## src/rtl/onset_pkg.sv

```systemverilog
// Shared types and parameter limits for the onset detector.
package onset_pkg;

    typedef enum logic [1:0] {
        IDLE    = 2'd0,
        CONFIRM = 2'd1,
        HOLDOFF = 2'd2
    } state_t;

    localparam int CONFIRM_MIN   = 1;
    localparam int CONFIRM_MAX   = 255;
    localparam int HOLDOFF_MIN   = 1;
    localparam int HOLDOFF_MAX   = 65535;

    // Counter widths sized to hold the largest legal parameter value.
    localparam int CONFIRM_CNT_W = 8;
    localparam int HOLDOFF_CNT_W = 16;

endpackage

```

## src/rtl/timestamp_counter.sv

```systemverilog
// Free-running wrap-around clock-cycle counter used to timestamp onsets.
module timestamp_counter #(
    parameter int TS_WIDTH = 32
) (
    input  logic                clk,
    input  logic                sresetn,
    output logic [TS_WIDTH-1:0] count
);

    // NOTE: sequential state is always written with non-blocking assignments
    // so every register samples its inputs from before the clock edge.
    always_ff @(posedge clk or negedge sresetn) begin
        if (!sresetn) begin
            count <= '0;
        end else begin
            count <= count + TS_WIDTH'(1);
        end
    end

endmodule

```

## src/rtl/onset_detector.sv

```systemverilog
// Threshold onset detector with confirmation, hysteretic hold-off and timestamping.
// Define ONSET_PEAK_EN to add the onset_peak output and its max tracker.
module onset_detector
    import onset_pkg::*;
#(
    parameter int DATA_WIDTH      = 16,
    parameter int TS_WIDTH        = 32,
    parameter int CONFIRM_SAMPLES = 4,
    parameter int HOLDOFF_SAMPLES = 1024
) (
    input  logic                  clk,
    input  logic                  sresetn,
    input  logic [DATA_WIDTH-1:0] sample_in,
    input  logic                  sample_valid,
    input  logic [DATA_WIDTH-1:0] threshold_hi,
    input  logic [DATA_WIDTH-1:0] threshold_lo,
    input  logic                  enable,
    output logic                  onset_valid,
    output logic [TS_WIDTH-1:0]   onset_timestamp,
    output logic                  busy
`ifdef ONSET_PEAK_EN
    ,
    output logic [DATA_WIDTH-1:0] onset_peak
`endif
);

    if (CONFIRM_SAMPLES < CONFIRM_MIN || CONFIRM_SAMPLES > CONFIRM_MAX) begin : g_bad_confirm
        $error("CONFIRM_SAMPLES out of range");
    end
    if (HOLDOFF_SAMPLES < HOLDOFF_MIN || HOLDOFF_SAMPLES > HOLDOFF_MAX) begin : g_bad_holdoff
        $error("HOLDOFF_SAMPLES out of range");
    end

    localparam logic [CONFIRM_CNT_W-1:0] CONFIRM_TGT = CONFIRM_CNT_W'(CONFIRM_SAMPLES);
    localparam logic [HOLDOFF_CNT_W-1:0] HOLDOFF_TGT = HOLDOFF_CNT_W'(HOLDOFF_SAMPLES);

    state_t                     state, state_nxt;
    logic [TS_WIDTH-1:0]        ts_now;
    logic [TS_WIDTH-1:0]        cand_ts, cand_ts_nxt;
    logic [TS_WIDTH-1:0]        onset_ts_nxt;
    logic [CONFIRM_CNT_W-1:0]   conf_cnt, conf_cnt_nxt;
    logic [HOLDOFF_CNT_W-1:0]   hold_cnt, hold_cnt_nxt;
    logic                       onset_valid_nxt;
    logic                       is_above, is_below;

    timestamp_counter #(.TS_WIDTH(TS_WIDTH)) u_ts (
        .clk     (clk),
        .sresetn (sresetn),
        .count   (ts_now)
    );

    assign is_above = sample_valid && (sample_in > threshold_hi);
    assign is_below = sample_valid && (sample_in < threshold_lo);
    assign busy     = (state != IDLE);

    // NOTE: every signal driven here gets a default first, so no path can
    // leave it unassigned and infer a latch.
    always_comb begin
        state_nxt       = state;
        cand_ts_nxt     = cand_ts;
        conf_cnt_nxt    = conf_cnt;
        hold_cnt_nxt    = hold_cnt;
        onset_valid_nxt = 1'b0;
        onset_ts_nxt    = onset_timestamp;

        if (!enable) begin
            state_nxt    = IDLE;
            conf_cnt_nxt = '0;
            hold_cnt_nxt = '0;
        end else begin
            unique case (state)
                IDLE: begin
                    if (is_above) begin
                        cand_ts_nxt  = ts_now;
                        conf_cnt_nxt = CONFIRM_CNT_W'(1);
                        hold_cnt_nxt = '0;
                        if (CONFIRM_SAMPLES == 1) begin
                            state_nxt       = HOLDOFF;
                            onset_valid_nxt = 1'b1;
                            onset_ts_nxt    = ts_now;
                        end else begin
                            state_nxt = CONFIRM;
                        end
                    end
                end
                CONFIRM: begin
                    if (is_above) begin
                        conf_cnt_nxt = conf_cnt + CONFIRM_CNT_W'(1);
                        if (conf_cnt_nxt == CONFIRM_TGT) begin
                            state_nxt       = HOLDOFF;
                            hold_cnt_nxt    = '0;
                            onset_valid_nxt = 1'b1;
                            onset_ts_nxt    = cand_ts;
                        end
                    end else if (sample_valid) begin
                        state_nxt    = IDLE;
                        conf_cnt_nxt = '0;
                    end
                end
                HOLDOFF: begin
                    // Re-arm needs both the full hold-off and a drop below the low level.
                    if (sample_valid) begin
                        if (hold_cnt == HOLDOFF_TGT) begin
                            if (is_below) begin
                                state_nxt = IDLE;
                            end
                        end else begin
                            hold_cnt_nxt = hold_cnt + HOLDOFF_CNT_W'(1);
                        end
                    end
                end
                default: state_nxt = IDLE;
            endcase
        end
    end

    always_ff @(posedge clk or negedge sresetn) begin
        if (!sresetn) begin
            state           <= IDLE;
            cand_ts         <= '0;
            conf_cnt        <= '0;
            hold_cnt        <= '0;
            onset_valid     <= 1'b0;
            onset_timestamp <= '0;
        end else begin
            state           <= state_nxt;
            cand_ts         <= cand_ts_nxt;
            conf_cnt        <= conf_cnt_nxt;
            hold_cnt        <= hold_cnt_nxt;
            onset_valid     <= onset_valid_nxt;
            onset_timestamp <= onset_ts_nxt;
        end
    end

`ifdef ONSET_PEAK_EN
    // Peak restarts at each new candidate and then only ever grows.
    always_ff @(posedge clk or negedge sresetn) begin
        if (!sresetn) begin
            onset_peak <= '0;
        end else if (enable && sample_valid) begin
            unique case (state)
                IDLE: begin
                    if (is_above) onset_peak <= sample_in;
                end
                CONFIRM, HOLDOFF: begin
                    if (sample_in > onset_peak) onset_peak <= sample_in;
                end
                default: ;
            endcase
        end
    end
`endif

endmodule

```

## config.mk

```make
export PLATFORM = sky130hd
export DESIGN_NAME = onset_detector
export DESIGN_NICKNAME = d
export VERILOG_FILES = /design/src/rtl/onset_pkg.sv /design/src/rtl/timestamp_counter.sv /design/src/rtl/onset_detector.sv
export SDC_FILE = /design/constraint.sdc
export NUM_CORES = 1
export LEC_CHECK = 0
export CORE_UTILIZATION = 40
export DETAILED_ROUTE_END_ITERATION = 12
export DONT_BUFFER_PORTS = 1
export PLACE_DENSITY = 0.53
export SETUP_SLACK_MARGIN = 0.02
export SYNTH_ARGS = -nofsm -noshare
export SYNTH_HDL_FRONTEND = slang
export SYNTH_HIERARCHICAL = 1
export SYNTH_SLANG_ARGS = --single-unit
```

## constraint.sdc

```tcl
create_clock -name clk -period 2.7 [get_ports clk]
set_clock_uncertainty 0.2 [all_clocks]
set_input_delay 0.135 -clock clk [delete_from_list [all_inputs] [get_ports clk]]
set_output_delay 0.135 -clock clk [all_outputs]
set_load 0.005 [all_outputs]
```

==> impl_metrics.json <==
{
  "n_fill_cell": 1437,
  "slowest_delay_ns": 0.57,
  "status": "complete, but fails checks",
  "final_core_util": 0.4780,
  "avgRoutedWirePerCell_um": 15.37,
  "synth_common_cells": "dfrtp_1 (123), inv_1 (42), ha_1 (35)",
  "wl_mm": 12.19,
  "met1_usage": 0.2209,
  "worst_ep_required_time_ns": 2.79,
  "crit_chain": "inv_1 > ha_1 > nor3b_1 > nand4_1 > a2111oi_1 > o21ai_0 > dlygate4sd3_1 > nand2_1 > nand3_1",
  "syn-cell-area_um2": 6432,
  "globalRouteTotalUtil": 0.1609,
  "p_per_area_nw_per_um2": 603.5,
  "met3_usage": 0.04615,
  "drc": 0,
  "globalRouteMet2Util": 0.2417,
  "place.gp.congestion": 0.7556,
  "vias_per_cell": 5.240,
  "syn_area_per_cell_um2": 11.78,
  "crit_family": "buffers and inverters",
  "clk-insertion-delay-late_ns": 0.41,
  "max_freq_mhz": 395.0,
  "ys_types": 63,
  "grt_pass1_vias": 4174,
  "top_usage_layer": "met2",
  "critPathKind": "register to register",
  "failed_checks": "hold timing",
  "synth_most_common_cell": "dfrtp_1",
  "clock-root-buffer": "clkbuf_16",
  "synth_flop_cell": "dfrtp_1",
  "finalHoldViolCount": 123,
  "async_flop_share": 1.000,
  "cts_tree": "done",
  "ant_nets": 0,
  "cts_buffer_depth": 2,
  "htreeDepth": 4,
  "cp_num_buf_inv": 2,
  "drt_pass1_iterations": 4,
  "n_antenna_cell": 0,
  "syn2layout_area_growth_pct": 14.65,
  "layout_min_cycle_time_ns": 2.532,
  "maxCapViolations": 0,
  "cts_buffers": 17,
  "hold_path_class": "input port to async pin",
  "seq_area_frac_synth": 0.4785,
  "critical_path.slowest_cell": "dlygate4sd3_1",
  "finalSetupViolations": 0,
  "core_area_um2": 15430,
  "syn-instance-count": 546,
  "max_slew_margin": 0.6001,
  "final_max_slew_viol_count": 0,
  "fin_cells": 793,
  "netlist.area_leader.share": 0.4785,
  "ys_ff_latch": 123,
  "startpoint_type": "register",
  "rsz0062_at_grt": "no",
  "place_hpwl_mm": 8.234,
  "grt_overflow": 0,
  "synth_top_area_cell": "dfrtp_1",
  "ys_top_cells_by_area": "dfrtp_1 (48%), mux2_4 (7.0%), ha_1 (6.8%), mux2_2 (4.0%), xor2_1 (2.7%)",
  "cts_sinks": 123,
  "die_w_um": 128.8,
  "synth_edf_count": 0,
  "ir_worst_vdd_uv": 341.7,
  "finalCritPeriodShare": 0.9377,
  "die_area_um2": 16590,
  "grt_pass1_wl_mm": 20.85,
  "port-buffer-count": 0,
  "start_util": 0.4170,
  "final_nets": 656,
  "dp.cells": 751,
  "num_vias": 4155,
  "total_power_w": 0.004451,
  "path_max_fanout": 5,
  "drive_above_1_share": 0.1993,
  "arrival_ns": 2.62,
  "synth_nets": 633,
  "whs_ns": -0.7661,
  "hold_buffers": 9,
  "drt_iter0_markers": 229,
  "antenna_found_initial": 0,
  "die_h_um": 128.8,
  "yosysWarnings": 6,
  "clk_pin_slew_worst_paths_ns": 0.06,
  "io_pins": 86,
  "tns_ns": 0,
  "num_rows": 45,
  "grt_max_degree": 124,
  "critPathCaptureType": "register",
  "worstMarginPinSlew_ns": 0.5982,
  "p_leak_nw": 3.755
}
[layer usage]
metal,vias up,wire [um],share of wire
met3,9,637,0.052
li1,2007,-,-
met4,0,111,0.0091
met2,96,5473,0.45
met1,2043,5968,0.49
met5,-,0,0
[final timing paths]
| check | startpoint | endpoint | slack (ns) | depth (start not counted) |
|---|---|---|---|---|
| worst max-delay path | hold_cnt[0] | state[1] | 0.17 | 9 |
| worst min-delay path | sresetn | onset_timestamp[3] | -0.77 | 0 |
| worst max register to register | hold_cnt[0] | state[1] | 0.17 | 9 |
| worst min register to register | u_ts/count[29] | u_ts/count[29] | 0.28 | 1 |
| max in group asynchronous | sresetn | conf_cnt[7] | 2.88 | 0 |
| min in group clk | sample_valid | conf_cnt[2] | 0.10 | 3 |
[worst register-to-register path, delay by kind of cell, from the launching register on]
family / cells / cell delay (ns)
buffers and inverters: 2 / 0.64
flip-flops: 1 / 0.42
adder cells (fa/ha/maj): 1 / 0.14
AND/OR/NAND/NOR: 4 / 0.50
AO/OA/AOI/OAI: 2 / 0.51
[flip-flops by register name, summed over array words and instances, names as in the netlist]
| register | cells |
|---|---|
| state | 2 |
| conf_cnt | 8 |
| onset_valid | 1 |
| cand_ts | 32 |
| onset_timestamp | 32 |
| hold_cnt | 16 |
| u_ts/count | 32 |
[cell type report]
class,instances,area [um^2],area share
clock buffer,17,425.4,0.05769
clock inverter,15,183.9,0.02494
inverter,42,157.7,0.02138
multi-input combinational,365,3068,0.4160
sequential,123,3078,0.4174
tap,211,264.0,0.03580
timing repair buffer,20,197.7,0.02681
[through the flow]
stage	instance area [um^2]	setup slack, ns
2_1_floorplan	6432	0.3192
3_3_place_gp	6666	0.1529
3_5_place_dp	6666	0.1014
4_1_cts	7366	0.07591
5_1_grt	7375	0.01836
6_report	7375	0.1683
[cell usage in the layout (no fill, tap or decap), types with 11 or more instances in the layout]
cell / n
xor2_1: 20
a21o_1: 11
nand3_1: 24
inv_1: 42
mux2_4: 30
clkbuf_16: 17
a21oi_1: 17
xnor2_1: 11
mux2_1: 12
nor2_1: 19
dfrtp_1: 123
nor3_1: 17
mux2_2: 23
nand2_1: 33
ha_1: 35
[power by group]
part,internal [W],switching (W),total (W)
clock,0.00147,0.000862,0.00233
combinational,0.000116,0.000116,0.000232
sequential,0.00187,0.0000169,0.00189
total,0.00346,0.000995,0.00445
[kinds of logic (layout without fill, tap and decap cells)]
logic type / count (synthesis) / after routing / synth area share
buf+inv: 58 / 94 / 0.04493
xor+xnor: 31 / 31 / 0.04221
fa+ha+maj: 35 / 35 / 0.06808
mux: 68 / 68 / 0.1360
compound gates: 69 / 69 / 0.08033
flops: 123 / 123 / 0.4785
simple gates: 162 / 162 / 0.1500
[what timing repair did]
item,in CTS,in global routing
buffers inserted,0,1
endpoints found under the setup margin,0,1
gates resized for setup,0,1
endpoints found under the hold margin,131,123
Power figures use the tool's default switching activity.
